===== config.mk =====
export PLATFORM = sky130hd
export DESIGN_NAME = demux_n
export DESIGN_NICKNAME = d
export VERILOG_FILES = /design/src/rtl/demux_n.sv
export SDC_FILE = /design/constraint.sdc
export NUM_CORES = 1
export LEC_CHECK = 0
export ABC_AREA = 1
export CORE_MARGIN = 2
export CORE_UTILIZATION = 35
export DETAILED_ROUTE_END_ITERATION = 10
export PLACE_DENSITY_LB_ADDON = 0.08
export SYNTH_ARGS = -nofsm -noshare
export SYNTH_HDL_FRONTEND = slang
export SYNTH_SLANG_ARGS = --single-unit

===== constraint.sdc =====
create_clock -name clk -period 1.3 [get_ports clk]
set_clock_uncertainty 0.2 [all_clocks]
set_input_delay 0.26 -clock clk [delete_from_list [all_inputs] [get_ports clk]]
set_output_delay 0.26 -clock clk [all_outputs]
set_load 0.005 [all_outputs]

===== src/rtl/demux_n.sv =====
// demux_n: one-to-N valid/ready demultiplexer with a one-entry register per lane.
// Define DEMUX_N_AUTO_SCAN_EN to steer beats round-robin from an internal scan pointer instead of select.
module demux_n #(
    parameter int N = 9,
    parameter int M = 4,
    parameter int W = 1
) (
    input  logic           clk,
    input  logic           rst,
    input  logic           in_valid,
    input  logic [W-1:0]   in_data,
    input  logic [M-1:0]   select,
    output logic           in_ready,
    output logic [N-1:0]   out_valid,
    output logic [N*W-1:0] out_data,
    input  logic [N-1:0]   out_ready,
    output logic [M-1:0]   cur_sel,
    output logic           sel_err
);

    // Handshake: a beat moves on a rising edge only when its valid and ready are both high;
    // valid never depends on ready, and a held beat stays unchanged until it is taken.

    logic [W-1:0] data_q [N];
    logic [N-1:0] valid_q;
    logic [N-1:0] hit;
    logic         accept;

`ifdef DEMUX_N_AUTO_SCAN_EN
    logic [M-1:0] scan_ptr;

    always_ff @(posedge clk or posedge rst) begin
        if (rst) begin
            scan_ptr <= '0;
        end else if (accept) begin
            scan_ptr <= (scan_ptr == M'(N - 1)) ? '0 : scan_ptr + 1'b1;
        end
    end

    assign cur_sel = scan_ptr;
`else
    assign cur_sel = (N == 1) ? '0 : select;
`endif

    // An index >= N matches no lane, which leaves in_ready high and flags sel_err.
    always_comb begin
        hit = '0;
        for (int i = 0; i < N; i++) begin
            hit[i] = (cur_sel == M'(i));
        end
    end

    always_comb begin
        in_ready = 1'b1;
        for (int i = 0; i < N; i++) begin
            if (hit[i]) begin
                in_ready = !valid_q[i] || out_ready[i];
            end
        end
    end

    assign accept = in_valid && in_ready;

    always_ff @(posedge clk or posedge rst) begin
        if (rst) begin
            valid_q <= '0;
            for (int i = 0; i < N; i++) begin
                data_q[i] <= '0;
            end
        end else begin
            for (int i = 0; i < N; i++) begin
                if (accept && hit[i]) begin
                    valid_q[i] <= 1'b1;
                    data_q[i]  <= in_data;
                end else if (out_ready[i]) begin
                    valid_q[i] <= 1'b0;
                end
            end
        end
    end

    always_ff @(posedge clk or posedge rst) begin
        if (rst) begin
            sel_err <= 1'b0;
        end else if (accept && (hit == '0)) begin
            sel_err <= 1'b1;
        end
    end

    assign out_valid = valid_q;

    always_comb begin
        out_data = '0;
        for (int i = 0; i < N; i++) begin
            out_data[i*W +: W] = data_q[i];
        end
    end

endmodule


== Word-level counts from Yosys, hierarchy flattened ==
Cells that the tools add are included.

* Equality and inequality tests: 8
* Muxes and demuxes: 27
* Reduce and logical (&&, ||, !) cells: 40

{| class="wikitable"
|+ Operators with widths
! cell !! count
|-
| two-way mux 1 bit || 27
|-
| nonzero test 2 bit || 9
|-
| == test 4 x 3 -> 1 bit, second input constant || 4
|-
| logical AND 1 bit || 11
|-
| logical NOT 1 bit || 9
|-
| logical NOT 9 bit || 1
|-
| logical OR 1 bit || 9
|-
| == test 4 x 2 -> 1 bit, second input constant || 2
|-
| == test 4 x 1 -> 1 bit, second input constant || 1
|-
| == test 4 bit, second input constant || 1
|-
| logical NOT 4 bit || 1
|}

* Register bits after elaboration: 19
* Bits of input ports: 17
* Logic and storage cells: 94

== Logic depth before layout (Yosys ltp) ==
Gate-level depths: netlist (run 1).

* Depth after elaboration: 14
* Mapped depth: 13
* Gate-level depth less buffers: 13

== Worst setup path after synthesis (run 1) ==
No wires, ideal clock.

* Path kind: reg-to-output
* Start: reg valid_q[2] (netlist: out_valid[2])
* End: out in_ready
* Data arrival time: 1.031 ns
* Data required time: 0.840 ns
* Setup slack: -0.191 ns
* Stages on the path, launching flop included: 8
* Buffers on the path: 0
* Cell sequence: dfrtp_1 inv_1 nor2_1 nand3_1 nand4_1 nor2_2 nand4_2 nor2_4

* Cells in the longest elaborated chain, start to end: 9

{| class="wikitable"
|+ Ends and longest elaborated chain
! what !! RTL line !! RTL
|-
| from (decl) || 25 || <nowiki>logic [N-1:0] valid_q;</nowiki>
|-
| from (signal assigned) || 66 || <nowiki>valid_q <= '0;</nowiki>
|-
| from (signal, indexed assignment) || 73 || <nowiki>valid_q[i] <= 1'b1;</nowiki>
|-
| from (signal, indexed assignment) || 76 || <nowiki>valid_q[i] <= 1'b0;</nowiki>
|-
| logical NOT 1 bit || 57 || <nowiki>in_ready = !valid_q[i] || out_ready[i];</nowiki>
|-
| logical OR 1 bit || 57 ||
|-
| two-way mux 1 bit (7 in series) || 56 || <nowiki>if (hit[i]) begin</nowiki>
|-
| to (decl) || 13 || <nowiki>output logic in_ready,</nowiki>
|}

Every way passes these cells.

== Worst setup path in the final report (run 1) ==
* Start: in out_ready[0]
* End: out in_ready

* Cells in the longest elaborated chain, start to end: 10

{| class="wikitable"
|+ Ends and longest elaborated chain
! what !! RTL line !! RTL
|-
| from (decl) || 16 || <nowiki>input logic [N-1:0] out_ready,</nowiki>
|-
| logical OR 1 bit || 57 ||
|-
| two-way mux 1 bit (9 in series) || 56 ||
|}

Every way passes these cells.

==> qor.txt, run 1 <==
die area -> 3690 µm²
synthesized area per cell -> 7.82 µm²
reg-to-reg startpoint -> out_valid[0]$_DFFE_PP0P_
Hold Fails Final Rpt -> 1
drt initial violations -> 30
CP startpoint kind -> primary input
Hold-fix buffers, CTS -> 0
f_max -> 0.535 GHz
num rows -> 20
Worst Tran Pin Value -> 0.297 ns
Yosys cell types -> 22
post-synthesis mux area share -> 1.00%
register area share after synthesis -> 42.2%
worst-path cell chain -> clkdlybuf4s50_1 -> nor2_1 -> nand3_2 -> nand4_1 -> nor2_2 -> nand4_2 -> nor2_4 -> buf_2
area added between synthesis and finish -> 66.3%
#FFs+latches synth -> 19
Post-Place Cells -> 247
simple-gate area share of the yosys netlist -> 39.1%
first-pass GRT wire length -> 5070 µm
Critical-path top delay cell -> clkdlybuf4s50_1
Routed Antenna Nets -> 0
Skew-Pair Late Insertion Delay -> 0.29 ns
Reg area -> 475 µm²
PD cells -> 794 nW/µm²
Worst Hold Class -> primary input to register
CP bufs+invs -> 2
vias in the first global route -> 1170
cts bufs inserted -> 3
chip height -> 60.7 µm
Rel. slew slack -> 80.2%
cells on worst reg2reg path -> 10
number of fill cells -> 305
Max clock buf depth -> 2
final slew viol count -> 0
Synth Area in Compound Gates -> 4.00%
Tot Pwr -> 0.00149 W
GRT overflow -> 0
largest net degree at the start of global routing -> 20
routed vias/inst -> 4.50
fin crit share -> 144%
DRT Pass-1 Iters -> 4
clock root buffer -> clkbuf_4
PortBufs -> 40
Routed WL per cell -> 11.8 µm
CP max stage delay -> 0.49 ns
min cycle time layout -> 1.87 ns
initial antenna violation count -> 0
Die X -> 60.7 µm
CP Capture Type -> output port
ant diodes -> 0
dpl hpwl -> 2180 µm
unrepaired setup endpoints after global routing -> yes
I/O pin count -> 41
hold path start -> out_ready[3]
Stages on worst setup path -> 8
share of cells above drive strength 1 -> 46.6%
Mapped Area -> 1130 µm²
failing checks -> negative hold slack, negative setup slack
clock sinks -> 19
Pleak -> 1.02 nW
TritonCTS clock tree -> done
Post-Synth Adder-Cell Area -> 0%
All-Layer GR Usage -> 18.4%
GP Congestion -> 0.893
R2R Setup Slk -> -0.31 ns
Finished Layout Cells -> 265
Hold Crit Depth -> 2
Gate Count Post-Synth -> 144
vias post-DR -> 1193
Req. time, crit path -> 0.84 ns
final hold slack -> -0.00811 ns
Initial Util -> 36.9%
Final Util -> 61.4%
DRC viols -> 0
crit path from -> out_ready[0]
aggregate routed wire length -> 3130 µm
Worst EP arrival -> 1.41 ns
outcome -> complete, but fails checks
final setup vio count -> 23
Post-Synth XOR/XNOR Area -> 0%
Fin Setup TNS -> -5.60 ns
Worst path top cell family by delay -> buffers and inverters
CP max FO -> 2
critical setup path kind -> primary input to output port
peak supply drop -> 578 µV
combinational family with the most area after synthesis -> simple AND/OR/NAND/NOR gates
Final #Nets -> 239
CTS clk-pin slew, worst paths -> 0.11 ns
Core ar. -> 3050 µm²
synth warn -> 0
CTS H-tree lvls -> 1
slack of the critical path -> -0.568 ns
Multi-input gate area -> 537 µm²
Mapped Nets -> 161
Max-Cap Viols -> 0
## logic make-up (layout without fill, tap and decap cells)
group | count (synthesis) | count (layout)
and+or+nand+nor | 81 | 81
DFF | 19 | 19
buffers and inverters | 36 | 113
muxes | 1 | 1
AOI/OAI and AO/OA | 7 | 7
## repair_timing
item                       CTS  global route
setup buffers               12             8
setup endpoints to repair   43            36
gates resized for setup    121            12
pin swaps                    7             7
## placed cells by master, fill, tap and decap left out, types with 3 or more instances in the layout
| cell type | instances |
|---|---|
| clkdlybuf4s50_1 | 11 |
| inv_2 | 10 |
| nor2_1 | 7 |
| dlygate4sd2_1 | 4 |
| nand2_2 | 4 |
| nand4_1 | 17 |
| nor2_4 | 3 |
| buf_2 | 16 |
| nand3_1 | 4 |
| clkbuf_4 | 3 |
| inv_1 | 18 |
| nor2_2 | 6 |
| buf_4 | 35 |
| o21ai_1 | 5 |
| buf_6 | 10 |
| nand2_1 | 30 |
| dfrtp_1 | 19 |
## final timing paths
path | endpoint
worst max register to register | out_data[0]$_DFFE_PP0P_
max in group asynchronous | out_valid[4]$_DFFE_PP0P_
worst min register to register | sel_err$_DFFE_PP0P_
worst min-delay path | out_valid[3]$_DFFE_PP0P_
worst max-delay path | in_ready
min in group asynchronous | sel_err$_DFFE_PP0P_
## synth_stat cells
| library cell | number | area share, % |
|---|---|---|
| nand2_1 | 30 | 10 |
| inv_1 | 23 | 7.7 |
| dfrtp_1 | 19 | 42 |
| nand4_1 | 17 | 9.4 |
| nor2_1 | 10 | 3.3 |
| inv_2 | 6 | 2.0 |
| nand3_1 | 6 | 2.7 |
| o21ai_1 | 5 | 2.2 |
| buf_4 | 4 | 2.7 |
| nand2_2 | 4 | 2.2 |
| nor2_2 | 4 | 2.2 |
| nor3_2 | 3 | 2.7 |
| buf_2 | 2 | 0.89 |
| nand4_2 | 2 | 2.2 |
| nor2_4 | 2 | 2.0 |
| clkbuf_2 | 1 | 0.44 |
| mux2_1 | 1 | 1.0 |
| nand2_4 | 1 | 1.0 |
| nand3_2 | 1 | 0.89 |
| nor3_1 | 1 | 0.44 |
| o21ai_2 | 1 | 0.78 |
| o21bai_2 | 1 | 1.0 |
## per-layer routing
layer | GRT usage, % | vias to the layer above | part of all wire, %
li1 | - | 613 | -
met1 | 23.5 | 548 | 46
met2 | 32.7 | 30 | 49
met3 | 2.77 | 2 | 4.8
met4 | 4.66 | 0 | 0.57
met5 | 0 | - | 0
## through the flow
stage | area [µm²] | setup WS, ns
after floorplan | 1130 | -0.190
final | 1870 | -0.568
after global placement | 1760 | -1.14
after global routing | 1870 | -0.674
after detailed placement | 1760 | -1.14
after CTS | 1820 | -0.641
## registers in the layout, summed over array words and instances (netlist names)
name       count
out_data       9
out_valid      9
sel_err        1
## power by group
part | switching [W] | internal, W
sequential | 0.0000367 | 0.000664
combinational | 0.000203 | 0.000285
clock | 0.000180 | 0.000119
total | 0.000419 | 0.00107
## worst reg2reg max path, stage by stage, from the launching register on
cell and delay [ns]:
dfrtp_1 0.41, inv_2 0.06, nor2_1 0.05, nand3_2 0.07
nand3_1 0.09, nor2_2 0.13, nand4_2 0.11, nand2_4 0.13
nand4_1 0.13, nand2_1 0.08, nand2_1 0.05
## layout make-up
| class | count | share of cell area, % |
|---|---|---|
| repair buffers | 80 | 35.7 |
| clock buffers | 4 | 1.40 |
| multi-input cells | 89 | 28.7 |
| inverters | 29 | 5.95 |
| well taps | 44 | 2.94 |
| flip-flops and latches | 19 | 25.4 |
Note: power is estimated with default switching activity, not from simulation.
==> run 2, diff against run 1 <==
DONT_BUFFER_PORTS = 1   (was not set)
==> run 2 against run 1 <==
The run still ends with negative hold slack, negative setup slack left. Hold slack worse by 0.069 ns. Combinational power down 53%. Clock power up 2%. Non-clock buffer count down 45. Cell count down 17%. Sequential power up 3.0%. Largest power group unchanged. Sequential cell count unchanged. Setup slack worse by 0.050 ns. Sequential share of layout area up 5.9 points. Core utilization down 12 points. First-iteration DRC count down 6.7%.
==> qor.txt, run 2 (synthesis gave the netlist of run 1 again) <==
outcome -> complete, but fails checks
failing checks -> negative hold slack, negative setup slack
Final Util -> 49.8%
final slew viol count -> 0
Tot Pwr -> 0.00125 W
CP startpoint kind -> register
GP Congestion -> 0.861
PD cells -> 825 nW/µm²
Skew-Pair Late Insertion Delay -> 0.30 ns
area added between synthesis and finish -> 35.0%
CTS clk-pin slew, worst paths -> 0.11 ns
Initial Util -> 36.9%
most common cell after layout, fill and taps aside -> nand2_1
Multi-input gate area -> 527 µm²
vias in the first global route -> 1019
largest net degree at the start of global routing -> 20
PortBufs -> 0
f_max -> 0.521 GHz
clock sinks -> 19
Fin Setup TNS -> -8.29 ns
Routed Antenna Nets -> 0
Max clock buf depth -> 2
critical setup path kind -> register to output port
TritonCTS clock tree -> done
die area -> 3690 µm²
dpl hpwl -> 1940 µm
dpl cell area -> 1260 µm²
Worst Tran Pin Value -> 0.699 ns
CP max FO -> 5
final setup vio count -> 23
slack of the critical path -> -0.618 ns
post-route cell area -> 1520 µm²
drt initial violations -> 28
DRC viols -> 0
CP Capture Type -> output port
cts bufs inserted -> 3
ant diodes -> 0
chip height -> 60.7 µm
Worst Hold Class -> primary input to register
peak supply drop -> 400 µV
aggregate routed wire length -> 2800 µm
Setup WS pre-CTS -> -0.381 ns
clock root buffer -> clkbuf_4
Reg area -> 475 µm²
GRT overflow -> 0
Core ar. -> 3050 µm²
num rows -> 20
Max-Cap Viols -> 0
Rel. slew slack -> 53.3%
Worst EP arrival -> 1.46 ns
min cycle time layout -> 1.92 ns
number of fill cells -> 332
I/O pin count -> 41
Req. time, crit path -> 0.84 ns
All-Layer GR Usage -> 16.5%
first-pass GRT wire length -> 4510 µm
Routed WL per cell -> 12.7 µm
CTS H-tree lvls -> 1
DRT Pass-1 Iters -> 4
fin crit share -> 148%
Final #Nets -> 195
Pleak -> 0.791 nW
commonest cells after routing, fill and taps aside -> nand2_1 (30), inv_1 (19), dfrtp_1 (19), nand4_1 (17), buf_4 (15)
share of cells above drive strength 1 -> 35.6%
routed vias/inst -> 4.76
Hold Fails Final Rpt -> 3
Die X -> 60.7 µm
vias post-DR -> 1052
unrepaired setup endpoints after global routing -> yes
initial antenna violation count -> 0
final hold slack -> -0.0769 ns
-- run 2: cell count changes in the layout (fill, tap and decap cells not counted), sizes merged --
cell / previous run / this run
dlygate4sd2: 4 / 0
dlygate4sd3: 0 / 9
nor2: 16 / 17
buf: 64 / 25
clkdlybuf4s50: 11 / 0
-- run 2: metrics by stage --
step	hold slack [ns]	std cells
floorplan	0.0111	144
global placement	-0.00770	198
detailed placement	-0.000963	198
CTS	-0.100	214
global route	-0.0692	221
finish	-0.0769	221
-- run 2: repair_timing --
action                                  4_1_cts  5_1_grt
setup buffers                                 2        6
cloned                                        1        0
endpoints found under the setup margin       27       29
hold buffers                                  9        1
hold endpoints to repair                     38        4
pin swaps                                     7        4
resized for setup                             9       13
-- run 2: layout make-up --
| cell class | count | share of cell area, % |
|---|---|---|
| multi-input combinational | 90 | 34.7 |
| sequential | 19 | 31.3 |
| timing repair buffer | 35 | 21.6 |
| inverter | 29 | 7.16 |
| tap | 44 | 3.62 |
| clock buffer | 4 | 1.73 |
-- run 2: worst max-delay path: stages, from the launching register on --
cell and delay (ns):
dfrtp_1 0.39, inv_1 0.07, nor2_1 0.04, nand3_1 0.09
nand4_1 0.12, nor2_2 0.14, nand4_2 0.12, nor2_4 0.19
-- run 2: final timing paths --
path	start	to	slack, ns	cells past startpoint
max	out_valid[1]$_DFFE_PP0P_	in_ready	-0.62	7
min	out_ready[7]	out_valid[7]$_DFFE_PP0P_	-0.08	3
max reg2reg	out_valid[1]$_DFFE_PP0P_	sel_err$_DFFE_PP0P_	-0.59	11
min reg2reg	out_data[5]$_DFFE_PP0P_	out_data[5]$_DFFE_PP0P_	0.31	2
max in group asynchronous	rst	out_data[0]$_DFFE_PP0P_	0.48	3
min in group asynchronous	rst	out_data[8]$_DFFE_PP0P_	0.21	3
-- run 2: metal layers --
layer | wire (µm) | vias up | global-route usage, %
met5 | 0 | - | 0
met3 | 192 | 4 | 3.84
met4 | 31 | 0 | 4.66
li1 | - | 524 | -
met2 | 1330 | 38 | 26.0
met1 | 1260 | 486 | 22.8
-- run 2: where the power goes --
part / total [W] / internal, W / switching, W
logic: 0.000228 / 0.000112 / 0.000117
clock network: 0.000304 / 0.000120 / 0.000184
registers: 0.000722 / 0.000665 / 0.0000568
total: 0.00125 / 0.000896 / 0.000358
==> run 3, diff against run 2 <==
CELL_PAD_IN_SITES_DETAIL_PLACEMENT = 1   (was not set)
CELL_PAD_IN_SITES_GLOBAL_PLACEMENT = 1   (was not set)
CTS_CLUSTER_SIZE = 12   (was not set)
==> run 3 against run 2 <==
The run still ends with negative hold slack, negative setup slack left. Die area unchanged. Final area up 3.2%. Via count up 3.8%. Sequential cell count unchanged. Total power up 3.3%. Setup slack worse by 0.027 ns. Routed wire length up 13%. Hold slack worse by 0.017 ns. Non-clock buffer count up 5. Cell count up 2.3%. Core utilization up 1.6 points. Register-to-register slack about the same. Critical path type unchanged. Largest power group unchanged. Highest routed layer unchanged.
==> qor.txt, run 3 (synthesis gave the netlist of run 1 again) <==
Pleak -> 0.825 nW
CP max FO -> 5
Worst Hold Class -> primary input to register
Core ar. -> 3050 µm²
first-pass GRT wire length -> 5110 µm
All-Layer GR Usage -> 18.7%
DRT Pass-1 Iters -> 4
dpl hpwl -> 2260 µm
largest net degree at the start of global routing -> 20
Hold-fix buffers, CTS -> 10
routed vias/inst -> 4.83
CP startpoint kind -> register
failing checks -> negative hold slack, negative setup slack
slack of the critical path -> -0.645 ns
Worst EP arrival -> 1.49 ns
clock root buffer -> clkbuf_4
CP bufs+invs -> 1
Skew-Pair Late Insertion Delay -> 0.32 ns
share of cells above drive strength 1 -> 39.6%
DRC viols -> 0
PortBufs -> 0
Critical-path top delay cell -> dfrtp_1
min cycle time layout -> 1.95 ns
drt initial violations -> 15
Hold Fails Final Rpt -> 4
CTS H-tree lvls -> 1
worst-path cell chain -> inv_2 -> nor2_1 -> nand3_1 -> nand4_1 -> nor2_2 -> nand4_2 -> nor2_4
Final Util -> 51.4%
Max clock buf depth -> 2
hold path start -> out_ready[7]
commonest cells after routing, fill and taps aside -> nand2_1 (30), buf_4 (20), inv_1 (19), dfrtp_1 (19), nand4_1 (17)
CTS clk-pin slew, worst paths -> 0.13 ns
final setup vio count -> 28
Routed WL per cell -> 14.0 µm
Die X -> 60.7 µm
clock sinks -> 19
vias post-DR -> 1092
reg-to-reg startpoint -> out_valid[2]$_DFFE_PP0P_
Final #Nets -> 200
TritonCTS clock tree -> done
Hold Crit Depth -> 3
die area -> 3690 µm²
PD cells -> 825 nW/µm²
aggregate routed wire length -> 3160 µm
Worst Tran Pin Value -> 0.701 ns
f_max -> 0.514 GHz
ant diodes -> 0
Req. time, crit path -> 0.84 ns
cts bufs inserted -> 3
Post-Place Cells -> 201
final slew viol count -> 0
final hold slack -> -0.0935 ns
vias in the first global route -> 1120
r2r endpoint -> out_data[2]$_DFFE_PP0P_
GP Congestion -> 0.863
Finished Layout Cells -> 226
unrepaired setup endpoints after global routing -> yes
Max-Cap Viols -> 0
Hold Path End -> out_valid[7]$_DFFE_PP0P_
Initial Util -> 36.9%
Worst path top cell family by delay -> simple AND/OR/NAND/NOR gates
initial antenna violation count -> 0
num rows -> 20
R2R Setup Slk -> -0.58 ns
critical setup path kind -> register to output port
chip height -> 60.7 µm
most common cell after layout, fill and taps aside -> nand2_1
cells on worst reg2reg path -> 11
outcome -> complete, but fails checks
peak supply drop -> 388 µV
Rel. slew slack -> 53.2%
I/O pin count -> 41
fin crit share -> 150%
GRT overflow -> 0
CP max stage delay -> 0.41 ns
area added between synthesis and finish -> 39.3%
CP Capture Type -> output port
Routed Antenna Nets -> 0
==> run 3: metal layers <==
| layer | global-route usage (%) | part of all wire, % | up-vias |
|---|---|---|---|
| li1 | - | - | 534 |
| met1 | 22.6 | 43 | 530 |
| met2 | 33.0 | 51 | 25 |
| met3 | 4.69 | 5.1 | 3 |
| met4 | 4.97 | 0.79 | 0 |
| met5 | 0 | 0 | - |
==> run 3: where the power goes <==
| group | internal, W | switching, W | total, W | leakage [nW] |
|---|---|---|---|---|
| clock | 0.000115 | 0.000215 | 0.000331 | 0.0177 |
| combinational | 0.000118 | 0.000123 | 0.000242 | 0.561 |
| sequential | 0.000665 | 0.0000581 | 0.000723 | 0.246 |
| total | 0.000898 | 0.000397 | 0.00130 | 0.825 |
==> run 3: stage by stage <==
step                hold WS [ns]  cell area [µm²]  total power (W)  worst slack [ns]  setup TNS (ns)
global placement        -0.00853             1290         0.000906            -0.376           -5.66
finish                   -0.0935             1570          0.00130            -0.645           -7.81
detailed placement      -0.00363             1290         0.000915            -0.410           -6.14
CTS                      -0.0854             1500          0.00130            -0.667           -8.35
global route             -0.0835             1570          0.00138            -0.740          -10.70
floorplan                 0.0111             1130         0.000862            -0.190           -2.50
==> run 3: worst min-delay path, stage by stage <==
cell and delay, ns:
inv_1 0.02, nand2_1 0.07, nand2_1 0.05
==> run 3: area by class of cell <==
class                      count  area, µm²
inverter                      29        109
timing repair buffer          40        365
clock inverter                 1       5.00
fill                         390       1480
multi-input combinational     90        537
sequential                    19        475
tap                           44       55.1
clock buffer                   3       22.5
==> run 3: worst max path at each step <==
stage | endpoint | slack, ns | start | cells after the start
6_report | in_ready | -0.65 | out_valid[2]$_DFFE_PP0P_ | 7
4_1_cts | in_ready | -0.67 | out_valid[1]$_DFFE_PP0P_ | 7
2_1_floorplan | in_ready | -0.19 | out_valid[2]$_DFFE_PP0P_ | 7
3_5_place_dp | out_data[1]$_DFFE_PP0P_ | -0.41 | out_valid[2]$_DFFE_PP0P_ | 9
3_3_place_gp | out_data[1]$_DFFE_PP0P_ | -0.38 | out_valid[2]$_DFFE_PP0P_ | 9
5_1_grt | in_ready | -0.74 | out_valid[2]$_DFFE_PP0P_ | 7
==> run 3: repair_timing <==
| item | CTS | global route |
|---|---|---|
| cloned | 1 | 0 |
| hold endpoints to repair | 38 | 3 |
| setup endpoints to repair | 28 | 29 |
| gates resized for setup | 12 | 13 |
| pin swaps | 7 | 12 |
| buffers inserted | 5 | 6 |
